## src/rtl/pipeline_stall_controller_pkg.sv

```systemverilog
// rtl/pipeline_stall_controller_pkg.sv - shared types and constants for the pipeline stall/flush controller
// Purpose: state enum, per-stage control struct and the x0 register constant.
// Ports: none (package).
package pipe_ctrl_pkg;

  typedef enum logic [0:0] {
    RUN    = 1'b0,
    MULDIV = 1'b1
  } stall_state_t;

  // One hold/bubble bit per stage register; field order matches the bench's ctl vector.
  typedef struct packed {
    logic stall_f;
    logic stall_d;
    logic stall_e;
    logic stall_m;
    logic flush_d;
    logic flush_e;
    logic flush_m;
    logic flush_w;
  } stage_ctl_t;

  localparam logic [4:0] REG_ZERO = 5'd0;
  localparam stage_ctl_t CTL_NONE = '0;

endpackage

```

## src/rtl/pipeline_stall_controller_if.sv

```systemverilog
// rtl/pipeline_stall_controller_if.sv - hazard inputs and stall/flush outputs of the stall controller
// Purpose: bundles pipeline-side hazard information and the controller's strobes/counters.
// Ports: master = pipeline side (drives hazard inputs, reads strobes);
//        slave  = stall controller (reads hazard inputs, drives strobes, counters, mem_timeout).
interface pipeline_stall_controller_if #(
  parameter int CNT_W = 32
);
  logic [4:0]       id_reg_a;
  logic [4:0]       id_reg_b;
  logic             id_uses_a;
  logic             id_uses_b;
  logic             ex_mem_read;
  logic [4:0]       ex_reg_write_addr;
  logic             ex_branch_taken;
  logic             ex_muldiv;
  logic             dm_req;
  logic             dm_ack;
  logic             stall_f;
  logic             stall_d;
  logic             stall_e;
  logic             stall_m;
  logic             flush_d;
  logic             flush_e;
  logic             flush_m;
  logic             flush_w;
  logic [CNT_W-1:0] stall_cycles;
  logic [CNT_W-1:0] flush_count;
  logic             mem_timeout;

  modport master (
    output id_reg_a, id_reg_b, id_uses_a, id_uses_b, ex_mem_read, ex_reg_write_addr,
           ex_branch_taken, ex_muldiv, dm_req, dm_ack,
    input  stall_f, stall_d, stall_e, stall_m, flush_d, flush_e, flush_m, flush_w,
           stall_cycles, flush_count, mem_timeout
  );

  modport slave (
    input  id_reg_a, id_reg_b, id_uses_a, id_uses_b, ex_mem_read, ex_reg_write_addr,
           ex_branch_taken, ex_muldiv, dm_req, dm_ack,
    output stall_f, stall_d, stall_e, stall_m, flush_d, flush_e, flush_m, flush_w,
           stall_cycles, flush_count, mem_timeout
  );
endinterface

```

## src/rtl/pipeline_stall_controller_load_use_detect.sv

```systemverilog
// rtl/pipeline_stall_controller_load_use_detect.sv - combinational load-use hazard compare
// Purpose: flags a D-stage source register that matches the rd of a load in E.
// Ports: i_id_reg_a/i_id_reg_b + i_id_uses_a/i_id_uses_b (D sources), i_ex_mem_read,
//        i_ex_reg_write_addr (E load), o_load_use (hazard present).
module load_use_detect
  import pipe_ctrl_pkg::*;
(
  input  logic [4:0] i_id_reg_a,
  input  logic [4:0] i_id_reg_b,
  input  logic       i_id_uses_a,
  input  logic       i_id_uses_b,
  input  logic       i_ex_mem_read,
  input  logic [4:0] i_ex_reg_write_addr,
  output logic       o_load_use
);
  logic w_hit_a;
  logic w_hit_b;

  assign w_hit_a = i_id_uses_a & (i_id_reg_a == i_ex_reg_write_addr);
  assign w_hit_b = i_id_uses_b & (i_id_reg_b == i_ex_reg_write_addr);

  // x0 is hardwired zero, so a load targeting it never creates a dependency.
  assign o_load_use = i_ex_mem_read & (i_ex_reg_write_addr != REG_ZERO) & (w_hit_a | w_hit_b);
endmodule

```

## src/rtl/pipeline_stall_controller.sv

```systemverilog
// rtl/pipeline_stall_controller.sv - per-stage stall/flush generation for a 5-stage pipeline
// Purpose: resolves memory wait, mul/div occupancy, taken branches and load-use hazards
//          into stall/flush strobes; counts stall cycles and redirects; flags memory timeout.
// Ports: clk, rst (sync active-high); bus (slave modport) carries hazard inputs,
//        stall_f..stall_m, flush_d..flush_w, stall_cycles, flush_count, mem_timeout.
module pipeline_stall_controller
  import pipe_ctrl_pkg::*;
#(
  parameter int MULDIV_LATENCY = 4,
  parameter int MEM_TIMEOUT    = 256,
  parameter int CNT_W          = 32
) (
  input  logic                        clk,
  input  logic                        rst,
  pipeline_stall_controller_if.slave  bus
);
  localparam int   MC_W     = $clog2(MULDIV_LATENCY + 1);
  localparam int   WT_W     = $clog2(MEM_TIMEOUT + 1);
  localparam logic MD_MULTI = 1'(MULDIV_LATENCY > 1);
  localparam logic [MC_W-1:0] MC_LOAD = MC_W'(MULDIV_LATENCY - 1);

  stall_state_t     r_state;
  logic [MC_W-1:0]  r_mcnt;
  logic [WT_W-1:0]  r_wait_cnt;
  logic [CNT_W-1:0] r_stall_cycles;
  logic [CNT_W-1:0] r_flush_count;
  logic             r_mem_timeout;

  logic       w_memwait;
  logic       w_load_use;
  logic       w_mdbusy;
  logic       w_redirect;
  stage_ctl_t w_ctl;

  load_use_detect u_load_use_detect (
    .i_id_reg_a          (bus.id_reg_a),
    .i_id_reg_b          (bus.id_reg_b),
    .i_id_uses_a         (bus.id_uses_a),
    .i_id_uses_b         (bus.id_uses_b),
    .i_ex_mem_read       (bus.ex_mem_read),
    .i_ex_reg_write_addr (bus.ex_reg_write_addr),
    .o_load_use          (w_load_use)
  );

  assign w_memwait = bus.dm_req & ~bus.dm_ack;
  // The first mul/div cycle is seen in RUN, so it stalls before the FSM has moved.
  assign w_mdbusy  = ((r_state == RUN) & bus.ex_muldiv & MD_MULTI) | (r_state == MULDIV);

  always_comb begin
    w_ctl      = CTL_NONE;
    w_redirect = 1'b0;
    if (!rst) begin
      if (w_memwait) begin
        // Whole front of the pipe freezes; a pending branch stays in E and is re-evaluated later.
        w_ctl.stall_f = 1'b1;
        w_ctl.stall_d = 1'b1;
        w_ctl.stall_e = 1'b1;
        w_ctl.stall_m = 1'b1;
        w_ctl.flush_w = 1'b1;
      end else if (w_mdbusy) begin
        w_ctl.stall_f = 1'b1;
        w_ctl.stall_d = 1'b1;
        w_ctl.stall_e = 1'b1;
        w_ctl.flush_m = 1'b1;
      end else if (bus.ex_branch_taken) begin
        // The D instruction is wrong-path, so any load-use on it is moot.
        w_ctl.flush_d = 1'b1;
        w_ctl.flush_e = 1'b1;
        w_redirect    = 1'b1;
      end else if (w_load_use) begin
        w_ctl.stall_f = 1'b1;
        w_ctl.stall_d = 1'b1;
        w_ctl.flush_e = 1'b1;
      end
    end
  end

  always_ff @(posedge clk) begin
    if (rst) begin
      r_state        <= RUN;
      r_mcnt         <= '0;
      r_wait_cnt     <= '0;
      r_stall_cycles <= '0;
      r_flush_count  <= '0;
      r_mem_timeout  <= 1'b0;
    end else begin
      if (w_ctl.stall_f) r_stall_cycles <= r_stall_cycles + CNT_W'(1);
      if (w_redirect)    r_flush_count  <= r_flush_count + CNT_W'(1);

      if (w_memwait) begin
        if (r_wait_cnt != WT_W'(MEM_TIMEOUT)) r_wait_cnt <= r_wait_cnt + WT_W'(1);
        if (r_wait_cnt == WT_W'(MEM_TIMEOUT - 1)) r_mem_timeout <= 1'b1;
      end else begin
        r_wait_cnt <= '0;
      end

      // Memory wait freezes the mul/div sequence in place.
      if (!w_memwait) begin
        case (r_state)
          RUN: begin
            if (bus.ex_muldiv && MD_MULTI) begin
              r_state <= MULDIV;
              r_mcnt  <= MC_LOAD;
            end
          end
          MULDIV: begin
            if (r_mcnt > MC_W'(1)) begin
              r_mcnt <= r_mcnt - MC_W'(1);
            end else begin
              r_state <= RUN;
              r_mcnt  <= '0;
            end
          end
          default: r_state <= RUN;
        endcase
      end
    end
  end

  assign bus.stall_f      = w_ctl.stall_f;
  assign bus.stall_d      = w_ctl.stall_d;
  assign bus.stall_e      = w_ctl.stall_e;
  assign bus.stall_m      = w_ctl.stall_m;
  assign bus.flush_d      = w_ctl.flush_d;
  assign bus.flush_e      = w_ctl.flush_e;
  assign bus.flush_m      = w_ctl.flush_m;
  assign bus.flush_w      = w_ctl.flush_w;
  assign bus.stall_cycles = r_stall_cycles;
  assign bus.flush_count  = r_flush_count;
  assign bus.mem_timeout  = r_mem_timeout;
endmodule

```

## src/flat_wrapper.sv

```systemverilog
// flat-port wrapper written by rule: the top's interface ports become plain ports
module pipeline_stall_controller_flat import pipe_ctrl_pkg::*;
#(
  parameter int MULDIV_LATENCY = 4,
  parameter int MEM_TIMEOUT    = 256,
  parameter int CNT_W          = 32
)
  (clk, rst, bus_id_reg_a, bus_id_reg_b, bus_id_uses_a, bus_id_uses_b, bus_ex_mem_read, bus_ex_reg_write_addr, bus_ex_branch_taken, bus_ex_muldiv, bus_dm_req, bus_dm_ack, bus_stall_f, bus_stall_d, bus_stall_e, bus_stall_m, bus_flush_d, bus_flush_e, bus_flush_m, bus_flush_w, bus_stall_cycles, bus_flush_count, bus_mem_timeout);
  pipeline_stall_controller_if #(.CNT_W(CNT_W)) bus_i ();
  input  logic clk;
  input  logic rst;
  input wire logic [$bits(bus_i.id_reg_a)-1:0] bus_id_reg_a;
  input wire logic [$bits(bus_i.id_reg_b)-1:0] bus_id_reg_b;
  input wire logic [$bits(bus_i.id_uses_a)-1:0] bus_id_uses_a;
  input wire logic [$bits(bus_i.id_uses_b)-1:0] bus_id_uses_b;
  input wire logic [$bits(bus_i.ex_mem_read)-1:0] bus_ex_mem_read;
  input wire logic [$bits(bus_i.ex_reg_write_addr)-1:0] bus_ex_reg_write_addr;
  input wire logic [$bits(bus_i.ex_branch_taken)-1:0] bus_ex_branch_taken;
  input wire logic [$bits(bus_i.ex_muldiv)-1:0] bus_ex_muldiv;
  input wire logic [$bits(bus_i.dm_req)-1:0] bus_dm_req;
  input wire logic [$bits(bus_i.dm_ack)-1:0] bus_dm_ack;
  output wire logic [$bits(bus_i.stall_f)-1:0] bus_stall_f;
  output wire logic [$bits(bus_i.stall_d)-1:0] bus_stall_d;
  output wire logic [$bits(bus_i.stall_e)-1:0] bus_stall_e;
  output wire logic [$bits(bus_i.stall_m)-1:0] bus_stall_m;
  output wire logic [$bits(bus_i.flush_d)-1:0] bus_flush_d;
  output wire logic [$bits(bus_i.flush_e)-1:0] bus_flush_e;
  output wire logic [$bits(bus_i.flush_m)-1:0] bus_flush_m;
  output wire logic [$bits(bus_i.flush_w)-1:0] bus_flush_w;
  output wire logic [$bits(bus_i.stall_cycles)-1:0] bus_stall_cycles;
  output wire logic [$bits(bus_i.flush_count)-1:0] bus_flush_count;
  output wire logic [$bits(bus_i.mem_timeout)-1:0] bus_mem_timeout;
  assign bus_i.id_reg_a = bus_id_reg_a;
  assign bus_i.id_reg_b = bus_id_reg_b;
  assign bus_i.id_uses_a = bus_id_uses_a;
  assign bus_i.id_uses_b = bus_id_uses_b;
  assign bus_i.ex_mem_read = bus_ex_mem_read;
  assign bus_i.ex_reg_write_addr = bus_ex_reg_write_addr;
  assign bus_i.ex_branch_taken = bus_ex_branch_taken;
  assign bus_i.ex_muldiv = bus_ex_muldiv;
  assign bus_i.dm_req = bus_dm_req;
  assign bus_i.dm_ack = bus_dm_ack;
  assign bus_stall_f = bus_i.stall_f;
  assign bus_stall_d = bus_i.stall_d;
  assign bus_stall_e = bus_i.stall_e;
  assign bus_stall_m = bus_i.stall_m;
  assign bus_flush_d = bus_i.flush_d;
  assign bus_flush_e = bus_i.flush_e;
  assign bus_flush_m = bus_i.flush_m;
  assign bus_flush_w = bus_i.flush_w;
  assign bus_stall_cycles = bus_i.stall_cycles;
  assign bus_flush_count = bus_i.flush_count;
  assign bus_mem_timeout = bus_i.mem_timeout;
  pipeline_stall_controller #(.MULDIV_LATENCY(MULDIV_LATENCY), .MEM_TIMEOUT(MEM_TIMEOUT), .CNT_W(CNT_W)) u_core (.clk(clk), .rst(rst), .bus(bus_i));
endmodule
```

## config.mk

```make
export PLATFORM = sky130hd
export DESIGN_NAME = pipeline_stall_controller_flat
export DESIGN_NICKNAME = d
export VERILOG_FILES = /design/src/rtl/pipeline_stall_controller_pkg.sv /design/src/rtl/pipeline_stall_controller_if.sv /design/src/rtl/pipeline_stall_controller_load_use_detect.sv /design/src/rtl/pipeline_stall_controller.sv /design/src/flat_wrapper.sv
export SDC_FILE = /design/constraint.sdc
export NUM_CORES = 1
export LEC_CHECK = 0
export CAP_MARGIN = 20
export CORE_MARGIN = 4
export CORE_UTILIZATION = 44
export CTS_CLUSTER_SIZE = 10
export DETAILED_ROUTE_END_ITERATION = 10
export GPL_ROUTABILITY_DRIVEN = 1
export PLACE_DENSITY = 0.76
export SLEW_MARGIN = 15
export SYNTH_ARGS = -nofsm -noshare
export SYNTH_HDL_FRONTEND = slang
export SYNTH_SLANG_ARGS = --single-unit
```

## constraint.sdc

```tcl
create_clock -name clk -period 2.3 [get_ports clk]
set_input_delay 0.46 -clock clk [delete_from_list [all_inputs] [get_ports clk]]
set_output_delay 0.46 -clock clk [all_outputs]
set_load 0.01 [all_outputs]
```

Word-level counts from Yosys, hierarchy flattened

Cells that the tools add are included.
Widths: inputs -> output; s select.

Register bits after elaboration: 78
Output and inout port bits: 73
Word-level logic and storage cells: 52

Add/subtract/negate cells: 4
$lt $le $gt $ge: 1
Equality and inequality tests: 5
Multiplexer cells: 21
Bitwise gates (word level): 11
Reduce and logical (&&, ||, !) cells: 4

Operators by type and width:

| kind                  | count |
|---|---|
| $add 32x1->32 const B | 2 |
| $mux 3                | 4 |
| $eq 5x5->1            | 2 |
| $mux 1                | 10 |
| $add 9x1->9 const B   | 1 |
| $eq 9x8->1 const B    | 1 |
| $ne 9x9->1 const B    | 1 |
| $mux 2                | 4 |
| $mux 8                | 1 |
| $and 1x1->1           | 6 |
| $pmux 3 s2            | 1 |
| $reduce_bool 5->1     | 1 |
| $reduce_and 2->1      | 2 |
| $gt 3x1->1 const B    | 1 |
| $not 1->1             | 3 |
| $sub 3x1->3 const B   | 1 |
| $ne 2x2->1 const B    | 1 |
| $or 1x1->1            | 2 |
| $pmux 1 s2            | 1 |
| $reduce_or 2->1       | 1 |

Logic depth before layout (Yosys ltp)

Gate-level depths: netlist of run 1.

Depth after elaboration: 9
Depth in mapped cells: 8
Depth with buffers taken out: 7

Modules after synthesis

A second synthesis of run 1 with hierarchy kept.

Cell total of the unflattened synthesis: 492
Area, all modules: 4111.4 µm²

Modules (own cells, without submodules):

| module                    | times used | cells each | area each (µm²) | sequential area each (µm²) |
|---|---|---|---|---|
| pipeline_stall_controller | 1          | 475        | 3977.6          | 1561.5 |
| load_use_detect           | 1          | 17         | 133.9           | 0.0 |

Least setup slack after synthesis of run 1

OpenSTA, ideal clock, no wires.

Path type: input-to-output
Start point: input bus_ex_reg_write_addr[1]
End point: output bus_stall_f
Data arrival time: 1.869 ns
Data required time: 1.840 ns
Slack: -0.029 ns
Stages: 6
Buffers on the path: 2
Path through: or4_1 > o21ai_1 > o31a_1 > clkbuf_1 > nor2_1 > buf_4

Cells in the longest elaborated chain, start to end: 9
Elaborated cells on any way between the ends: 13
Classes of those cells: eq/ne: 2; mux: 5; bitwise: 5; reduce/logical: 1

RTL lines:

| item                                  | RTL line                                                                                         | text |
|---|---|---|
| from (decl)                           | flat_wrapper.sv:17                                                                               | `input wire logic [$bits(bus_i.ex_reg_write_addr)-1:0] bus_ex_reg_write_addr;` |
| $eq 5x5->1, on equally long branches  | pipeline_stall_controller_load_use_detect.sv:19, pipeline_stall_controller_load_use_detect.sv:20 |  |
| $and 1x1->1, on equally long branches | pipeline_stall_controller_load_use_detect.sv:19, pipeline_stall_controller_load_use_detect.sv:20 |  |
| $or 1x1->1                            | pipeline_stall_controller_load_use_detect.sv:23                                                  | `assign o_load_use = i_ex_mem_read & (i_ex_reg_write_addr != REG_ZERO) & (w_hit_a \| w_hit_b);` |
| $and 1x1->1 *                         | pipeline_stall_controller_load_use_detect.sv:23                                                  |  |
| $mux 2 *                              | pipeline_stall_controller.sv:70                                                                  | `end else if (w_load_use) begin` |
| $mux 2 *                              | pipeline_stall_controller.sv:65                                                                  | `end else if (bus.ex_branch_taken) begin` |
| $mux 2 *                              | pipeline_stall_controller.sv:60                                                                  | `end else if (w_mdbusy) begin` |
| $mux 3 *                              | pipeline_stall_controller.sv:53                                                                  | `if (w_memwait) begin` |
| $mux 8 *                              | pipeline_stall_controller.sv:52                                                                  | `if (!rst) begin` |
| to (decl)                             | flat_wrapper.sv:22                                                                               | `output wire logic [$bits(bus_i.stall_f)-1:0] bus_stall_f;` |

Mark *: on every way between the ends. The rest lies on a longest branch, timed or not.

Worst setup path in the final report of run 1

Start point: register u_core.r_stall_cycles[5] (netlist: u_core.bus.stall_cycles[5])
End point: register u_core.r_stall_cycles[26] (netlist: u_core.bus.stall_cycles[26])

Cells in the longest elaborated chain, start to end: 1

RTL lines:

| item                   | RTL line                        | text |
|---|---|---|
| from (decl)            | pipeline_stall_controller.sv:25 | `logic [CNT_W-1:0] r_stall_cycles;` |
| from (signal assigned) | pipeline_stall_controller.sv:87 | `if (w_ctl.stall_f) r_stall_cycles <= r_stall_cycles + CNT_W'(1);` |
| $add 32x1->32          | pipeline_stall_controller.sv:87 |  |

Every way passes these cells.
A chain may end at the register's enable or synchronous reset.

==> impl_metrics.toml, run 1 <==
[worst_setup_path]
crit_end = "u_core.bus.stall_cycles[26]$_SDFFE_PP0P_"
cp.depth = 6
critical-path-max-stage-delay_ns = 0.58
path_buf_inv = 0
startpoint_type = "flop"
crit_type = "reg -> reg"
worstSetupEndpointType = "flop"
crit_family = "simple AND/OR/NAND/NOR gates"
crit_required_ns = 2.59
cp.arrival_ns = 2.55
crit_slowest_cell = "or4b_4"
path_max_fanout = 5
startpoint = "u_core.bus.stall_cycles[5]$_SDFFE_PP0P_"
crit_chain = "and4_4, nand4_4, or4b_4, or2_4, or4_4, a21oi_2"
r2r_start = "u_core.bus.stall_cycles[5]$_SDFFE_PP0P_"
r2r_cells = 6
r2r_end = "u_core.bus.stall_cycles[26]$_SDFFE_PP0P_"
r2r_slack_ns = 0.04

[global_route]
grt_max_degree = 29
grt_pass1_vias = 3657
grt_usage_pct = 19.7
grt_overflow_total = 0
grt_pass1_wl_um = 16500
grt_antenna_before_repair = 0

[finish]
drive_gt1_share_pct = 17.7
fin_area_um2 = 5500
n_antenna_cell = 0
nNetsFinal = 633
multiInputGateArea_um2 = 2200
fillers = 714
syn_to_final_growth_pct = 44.5
fin_util_pct = 66.3
seqCellArea_um2 = 1570

[synth]
syn_inst = 465
ys_ff_latch = 78
netlist.area_leader.share_pct = 41.0
synthArstFlopShare_pct = 0
syn_area_um2 = 3810
yosysUniqueCellTypes = 44
synth_edf_count = 0
synth.area.top_cells = "dfxtp_1 (41%), nor2_1 (5.6%), xor2_1 (5.3%)"
ys.flop_type = "dfxtp_1"
synth_warnings = 0
yosys.area.top_type = "dfxtp_1"
yosysSeqAreaShare_pct = 41.0
avgSynthCellArea_um2 = 8.19
synth_fp_nets = 496

[timing]
rsz0062_at_grt = "true"
slew_violations = 0
fmax_ghz = 0.443
fin_crit_ns = 2.26
slew_headroom_pct = 77.7
hold_viol_final = 0
fin_crit_sh_pct = 98.2
finalClockSkew_ns = 0.0165
setup_viol = 0
worst_pin_slew_ns = 0.334

[die]
die_y_um = 101
fp-row-count = 33
pin_count = 97
core_um2 = 8300
dieArea_um2 = 10200
die_x_um = 101
initial_core_util_pct = 45.9

[clock_network]
clockRootBuffer = "clkbuf_8"
postCtsHoldBufs = 0
numCtsBuffers = 9
clkSlewWorstSetupHoldPaths_ns = 0.09
htreeDepth = 3
clockBufferDepth = 2
clock_sinks = 78
clk_latency_ns = 0.35
cts_tree = "done"

[route]
drc = 0
via_per_inst = 5.40
wl_um = 9980
wire_per_inst_um = 14.0
routed-via-count = 3838
firstDrtPassIters = 4
ant_nets = 0
drt-initial-drc-count = 143

[place]
dp_hpwl_um = 7310
portBuffers = 96
dpl_cell_area_um2 = 5120
place_congestion = 0.791

[pwr]
swShare_pct = 23.2
pwr-share-comb_pct = 9.1
p_seq_share_pct = 49.9
switching_power_mw = 0.643
p_leak_nw = 1.97
irDropWorstVdd_mv = 0.296
clock_power_share_pct = 41.1
p_int_mw = 2.13
powerDensity_nw_per_um2 = 504

[run]
drv_cap = 0

[hold_path]
hp-start = "rst"
hold_class = "in -> reg"

[outcome]
outcome = "finished, final reports clean"
-- registers in the layout, summed over array words and instances, names as in the netlist --
| signal | cells |
|---|---|
| u_core.bus.flush_count | 32 |
| u_core.bus.mem_timeout | 1 |
| u_core.bus.stall_cycles | 32 |
| u_core.r_mcnt | 3 |
| u_core.r_state | 1 |
| u_core.r_wait_cnt | 9 |
-- synthesized netlist by cell type (2+ instances only) --
cell type  count
nand3b_1       2
nor4_1         3
nor2_1        57
or4_1         12
inv_1         19
ha_1           7
mux2_2         2
o31ai_1       10
nor4b_1        2
or3_1         24
nand3_1       21
and2_1         4
nand4_1       16
buf_2          2
nor3_1         8
xor2_1        23
nor3b_1        2
nor2b_1        3
o21ai_0       28
clkbuf_1      15
and4_1         4
and3_1         4
a21oi_1       39
xnor2_1       20
nand2b_1       5
dfxtp_1       78
buf_4          2
mux2i_1        2
nand2_1       36
-- kinds of logic after synthesis --
family | after synthesis | synth area share (%)
and+or+nand+nor | 209 | 29.0
AOI/OAI and AO/OA | 86 | 12.7
DFF | 78 | 41.0
xor gates and xnor gates | 43 | 9.89
buffers and inverters | 38 | 4.01
adders and majority gates | 7 | 2.30
muxes | 4 | 1.12
-- stage by stage --
step           std cells  setup TNS [ns]  hold WS, ns  total power, mW  setup WS, ns
2_1_floorplan        465         -0.0258        0.477             1.53      -0.00862
3_3_place_gp         685          -10.98        0.476             1.65        -0.702
3_5_place_dp         685          -12.32        0.490             1.66        -0.733
4_1_cts              705               0        0.440             2.78       0.00136
5_1_grt              711          -0.111        0.481             2.88       -0.0229
6_report             711               0        0.459             2.77        0.0411
-- worst reg2reg max path, delay by kind of cell (launching register included) --
kind	cells	cell delay, ns
AOI/OAI and AO/OA	1	0.15
and+or+nand+nor	5	1.73
DFF	1	0.34
-- timing repair --
action                     CTS  global route
cloned                       0             0
setup endpoints to repair   11            15
pin swaps                   18            23
setup buffers                5             6
resized for setup           47            42
-- power groups by stage --
| stage | combinational (mW) | sequential (mW) | clock, mW |
|---|---|---|---|
| 2_1_floorplan | 0.117 | 1.41 | 0 |
| 3_3_place_gp | 0.237 | 1.41 | 0 |
| 3_5_place_dp | 0.243 | 1.41 | 0 |
| 4_1_cts | 0.242 | 1.38 | 1.16 |
| 5_1_grt | 0.280 | 1.38 | 1.21 |
| 6_report | 0.251 | 1.38 | 1.14 |
-- how the worst min path moves through the flow --
| stage | endpoint | cells past startpoint |
|---|---|---|
| after floorplan | u_core.r_mcnt[1]$_SDFFE_PP0P_ | 2 |
| after global placement | u_core.bus.mem_timeout$_SDFFE_PP0P_ | 2 |
| after detailed placement | u_core.bus.stall_cycles[10]$_SDFFE_PP0P_ | 2 |
| after CTS | u_core.bus.flush_count[3]$_SDFFE_PP0P_ | 2 |
| after global routing | u_core.bus.flush_count[0]$_SDFFE_PP0P_ | 2 |
| final | u_core.bus.flush_count[3]$_SDFFE_PP0P_ | 2 |
-- layout by cell type, fill, tap and decap left out, types with 4 or more instances in the layout --
master           count
dfxtp_1             70
clkdlybuf4s50_1     67
nor2_1              55
buf_4               47
a21oi_1             37
nand2_1             36
o21ai_0             28
or3_1               24
xor2_1              23
nand3_1             21
inv_1               19
xnor2_1             17
nand4_1             16
o31ai_1             10
clkbuf_8            10
clkdlybuf4s15_1      9
or4_1                8
ha_1                 7
dlygate4sd2_1        7
dfxtp_2              7
nand2b_1             5
nor3_1               5
buf_2                5
or4_4                4
and3_1               4
and4_1               4
dlymetal6s2s_1       4
clkbuf_2             4
-- area by class of cell --
| class | instances | share of cell area [%] |
|---|---|---|
| Sequential cell | 78 | 28.6 |
| Multi-Input combinational cell | 349 | 40.0 |
| Tap cell | 105 | 2.39 |
| Clock buffer | 10 | 2.50 |
| Clock inverter | 5 | 1.52 |
| Inverter | 19 | 1.30 |
| Timing Repair Buffer | 145 | 23.6 |
-- routing by layer --
layer  part of all wire, %  GRT usage (%)  up-vias
met5                     0              0        -
met4                   1.8           7.26        0
met3                   6.3           5.74       20
met2                    49           32.8       97
met1                    43           24.1     1811
li1                      -              -     1910
No activity file was read; power rests on OpenSTA's default activity.
==> run 2, diff against run 1 <==
- CORE_ASPECT_RATIO: not set -> 0.5
==> run 2 against run 1 <==
  * Worst hold slack worse by 0.0026 ns
  * Sequential share of layout area fell by 0.63 points
  * Cell count rose by 1.5%
  * Global-route usage decreased by 0.29 points
  * Critical path depth decreased by 1
  * Flip-flop and latch count unchanged
  * Combinational power shrank 3%
  * Fmax rose by 1.2%
  * Clock-buffer cell count shrank 1
  * Sequential power hardly changed
  * Die area is 0.89% higher
  * Critical path type is now in -> out
  * Critical endpoint is now bus_flush_m
  * Largest cell class unchanged
==> impl_metrics.toml, run 2 (synthesis gave the netlist of run 1 again) <==
[route]
drc = 0
wire_per_inst_um = 13.9
routed-via-count = 3773
firstDrtPassIters = 6
wl_um = 10100
drt-initial-drc-count = 155
via_per_inst = 5.23
ant_nets = 0

[global_route]
grt_max_degree = 28
grt_pass1_vias = 3582
grt_usage_pct = 19.4
grt_pass1_wl_um = 16500
grt_antenna_before_repair = 0
grt_overflow_total = 0

[finish]
drive_gt1_share_pct = 17.0
layout_common_cells = "dfxtp_1 (76), clkdlybuf4s50_1 (72), nor2_1 (56), buf_4 (50), a21oi_1 (38)"
fillers = 637
n_antenna_cell = 0
nNetsFinal = 636
fin_cells = 722
final_common_cell = "dfxtp_1"
syn_to_final_growth_pct = 46.9

[timing]
fin_crit_sh_pct = 97.1
fmax_ghz = 0.448
worst_slack_ns = 0.0678
slew_violations = 0
finalClockSkew_ns = 0.00688
slew_headroom_pct = 79.8
rsz0062_at_grt = "true"
worst_pin_slew_ns = 0.299
setup_viol = 0
fin_crit_ns = 2.23
hold_viol_final = 0

[place]
place_inst = 703
dp_hpwl_um = 7060
portBuffers = 96
place_congestion = 0.747
pre_cts_ws_ns = -0.705

[worst_setup_path]
crit_family = "buffers and inverters"
r2r_start = "u_core.bus.stall_cycles[6]$_SDFFE_PP0P_"
crit_slowest_cell = "clkdlybuf4s50_1"
path_buf_inv = 2
startpoint_type = "input pin"
cp.arrival_ns = 1.77
critical-path-max-stage-delay_ns = 0.55
r2r_slack_ns = 0.10
worstSetupEndpointType = "primary output"
path_max_fanout = 2
startpoint = "bus_dm_ack"
crit_required_ns = 1.84
crit_type = "in -> out"
crit_chain = "clkdlybuf4s50_1, nand2b_1, o21ai_0, nor2_1, dlygate4sd2_1"

[clock_network]
cts_tree = "done"
postCtsHoldBufs = 0
clock_sinks = 78
htreeDepth = 3
clkSlewWorstSetupHoldPaths_ns = 0.06
clockBufferDepth = 2
clk_latency_ns = 0.34
numCtsBuffers = 9
clockRootBuffer = "clkbuf_16"

[pwr]
p_total_mw = 3.17
irDropWorstVdd_mv = 0.434
powerDensity_nw_per_um2 = 566
p_leak_nw = 2.00

[run]
drv_cap = 0

[hold_path]
hp-start = "rst"
hold_class = "in -> reg"

[die]
initial_core_util_pct = 46.4
core_um2 = 8200
fp-row-count = 23
dieArea_um2 = 10300
pin_count = 97
die_x_um = 140
die_y_um = 73.8

[outcome]
outcome = "finished, final reports clean"
-- run 2: final timing paths --
| path | cells past startpoint | end |
|---|---|---|
| worst max-delay path | 5 | bus_flush_m |
| worst min-delay path | 2 | u_core.bus.flush_count[24]$_SDFFE_PP0P_ |
| worst max register to register | 6 | u_core.bus.stall_cycles[27]$_SDFFE_PP0P_ |
| worst min register to register | 2 | u_core.bus.mem_timeout$_SDFFE_PP0P_ |
-- run 2: what timing repair did --
| action | CTS | global route |
|---|---|---|
| gates resized for setup | 45 | 27 |
| setup endpoints to repair | 24 | 14 |
| pin swaps | 18 | 14 |
| buffers inserted | 3 | 0 |
-- run 2: metrics by stage --
stage,area (um^2),util [%],hold slack [ns],TNS [ns]
2_1_floorplan,3810,-,0.477,-0.0258
4_1_cts,5580,68.0,0.459,0
6_report,5590,68.2,0.457,0
3_5_place_dp,5220,63.6,0.472,-13.24
3_3_place_gp,5220,63.6,0.461,-12.27
5_1_grt,5590,68.2,0.483,-0.0799
-- run 2: worst reg2reg max path, cell delays in order (launching register included) --
cell and delay, ns:
dfxtp_1 0.34, and4_4 0.26, nand4_4 0.10, or4b_4 0.53, or2_4 0.28, or4_1 0.48
a21oi_1 0.15
-- run 2: layout make-up --
class | instances | area (um^2) | area share (%)
Multi-Input combinational cell | 349 | 2180 | 39.1
Sequential cell | 78 | 1560 | 28.0
Timing Repair Buffer | 148 | 1310 | 23.4
Clock buffer | 9 | 225 | 4.03
Tap cell | 112 | 140 | 2.51
Clock inverter | 7 | 98.8 | 1.77
Inverter | 19 | 71.3 | 1.28
-- run 2: power by group --
part           switching [mW]  internal [mW]  leakage, nW
clock                   0.582          0.953        0.156
sequential             0.0218           1.37        0.631
combinational           0.120          0.124         1.21
total                   0.723           2.44         2.00
-- run 2: routing by layer --
metal,global-route usage (%),wire (um),vias up
met2,35.1,5030,65
met5,0,0,-
met1,22.7,4450,1775
li1,-,-,1922
met3,6.31,472,11
met4,4.94,110,0
==> run 3, diff against run 2 <==
- CORE_MARGIN: 4 -> not set
- GPL_TIMING_DRIVEN: not set -> 0
==> run 3 against run 2 <==
  * First-iteration DRC count is 45% higher
  * Clock-buffer cell count is 4 higher
  * Combinational power hardly changed
  * Largest cell class unchanged
  * Clock skew is 0.0016 ns higher
  * Non-clock buffer count is 11 lower
  * Worst hold slack better by 0.013 ns
  * Clock power is 6% lower
  * Critical path type is now reg -> reg
  * Via count is 0.61% higher
  * Utilization is 0.56 points lower
  * Fmax is 0.56% lower
==> impl_metrics.toml, run 3 (synthesis gave the netlist of run 1 again) <==
[outcome]
outcome = "finished, final reports clean"

[worst_setup_path]
cp.arrival_ns = 2.51
crit_required_ns = 2.57
startpoint = "u_core.bus.stall_cycles[5]$_SDFFE_PP0P_"
path_max_fanout = 5
r2r_start = "u_core.bus.stall_cycles[5]$_SDFFE_PP0P_"
crit_type = "reg -> reg"
worstSetupEndpointType = "flop"
crit_slowest_cell = "or4b_4"
critical-path-max-stage-delay_ns = 0.51
crit_chain = "and4_4, nand4_4, or4b_4, or2_4, buf_6, or4_1, a21oi_1"
startpoint_type = "flop"

[place]
place_congestion = 0.776
portBuffers = 96
dpl_cell_area_um2 = 4910
dp_hpwl_um = 6770

[timing]
slew_headroom_pct = 65.4
setup_viol = 0
worst_pin_slew_ns = 0.515
fin_crit_sh_pct = 97.6
finalClockSkew_ns = 0.00852
slew_violations = 0
fin_crit_ns = 2.24
hold_viol_final = 0
rsz0062_at_grt = "true"
fmax_ghz = 0.445

[route]
drc = 0
wl_met3_um = 518
drt-initial-drc-count = 224
via_per_inst = 5.34
wire_per_inst_um = 14.1
ant_nets = 0
firstDrtPassIters = 4
wl_met2_um = 4830
wl_um = 10000
wl_met1_um = 4550
routed-via-count = 3796
highest_layer = "met4"

[global_route]
grt_usage_pct = 22.0
grt_pass1_wl_um = 15500
grt_pass1_vias = 3295
grt_overflow_total = 0
grt_antenna_before_repair = 0
grt_max_degree = 13

[clock_network]
clockRootBuffer = "clkbuf_16"
htreeDepth = 3
clkSlewWorstSetupHoldPaths_ns = 0.06
numCtsBuffers = 9
clk_latency_ns = 0.34
clock_sinks = 78
clockBufferDepth = 2
cts_tree = "done"

[pwr]
p_total_mw = 3.06
irDropWorstVdd_mv = 0.402
pwr-share-comb_pct = 8.0
p_int_mw = 2.38
switching_power_mw = 0.684
swShare_pct = 22.3
p_seq_share_pct = 45.0
clock_power_share_pct = 47.0
powerDensity_nw_per_um2 = 552
p_leak_nw = 1.96

[die]
fp-row-count = 23
pin_count = 97
dieArea_um2 = 9050
die_y_um = 67.8
initial_core_util_pct = 46.4
die_x_um = 134
core_um2 = 8200

[run]
drv_cap = 0

[hold_path]
hold_class = "reg -> reg"
hp-start = "u_core.bus.mem_timeout$_SDFFE_PP0P_"

[finish]
layout_common_cells = "clkdlybuf4s50_1 (67), dfxtp_1 (66), nor2_1 (56), a21oi_1 (36), nand2_1 (34)"
final_common_cell = "clkdlybuf4s50_1"
fin_util_pct = 67.6
nNetsFinal = 625
fillers = 675
fin_area_um2 = 5550
syn_to_final_growth_pct = 45.6
drive_gt1_share_pct = 17.0
n_antenna_cell = 0
## run 3: changes by cell type in the layout (fill, tap and decap cells not counted), sizes merged
cell / previous run / this run
bufinv: 2 / 1
clkdlybuf4s15: 2 / 3
clkinv: 4 / 1
dlymetal6s2s: 1 / 5
clkbuf: 17 / 30
clkdlybuf4s50: 72 / 67
dlygate4sd2: 9 / 11
buf: 56 / 34
## run 3: critical path: cells and delay by family (launching register included)
kind / cells / cell delay [ns]
buffers and inverters: 1 / 0.12
flip-flops: 1 / 0.34
AND/OR/NAND/NOR: 5 / 1.57
AO/OA/AOI/OAI: 1 / 0.14
## run 3: path summary, 6_finish.rpt
path	endpoint	slack [ns]	cells after the start
max	u_core.bus.stall_cycles[25]$_SDFFE_PP0P_	0.06	7
min	u_core.bus.mem_timeout$_SDFFE_PP0P_	0.47	2
max reg2reg	u_core.bus.stall_cycles[25]$_SDFFE_PP0P_	0.06	7
min reg2reg	u_core.bus.mem_timeout$_SDFFE_PP0P_	0.47	2
## run 3: layout make-up
cell class | instances | area, um^2 | area share, %
multi-input combinational | 349 | 2230 | 40.1
sequential | 78 | 1590 | 28.7
timing repair buffer | 122 | 1110 | 20.0
clock buffer | 13 | 260 | 4.69
tap | 112 | 140 | 2.53
buffer | 15 | 103 | 1.85
inverter | 19 | 73.8 | 1.33
clock inverter | 3 | 42.5 | 0.767
## run 3: timing repair
action / CTS / global route
cloned: 1 / 0
gates resized for setup: 82 / 42
pin swaps: 25 / 20
endpoints found under the setup margin: 45 / 40
setup buffers: 19 / 6
hold buffers: 0 / 0
## run 3: power groups by stage
stage / logic (mW) / clock network (mW) / registers [mW]
detailed placement: 0.227 / 0 / 1.41
finish: 0.244 / 1.44 / 1.38
CTS: 0.243 / 1.48 / 1.38
global placement: 0.222 / 0 / 1.41
global route: 0.267 / 1.52 / 1.38
floorplan: 0.117 / 0 / 1.41
## run 3: through the flow
step	hold slack [ns]	setup slack (ns)	cells	TNS, ns
floorplan	0.477	-0.00862	465	-0.0258
global placement	0.461	-1.13	673	-34.71
detailed placement	0.465	-1.14	673	-36.41
CTS	0.476	-0.0180	706	-0.0345
global route	0.516	-0.0335	711	-0.0841
finish	0.469	0.0552	711	0
## run 3: routing by layer
layer	global-route usage (%)	vias up
met5	0	-
met2	38.6	87
li1	-	1898
met1	26.5	1801
met3	6.01	10
met4	7.10	0
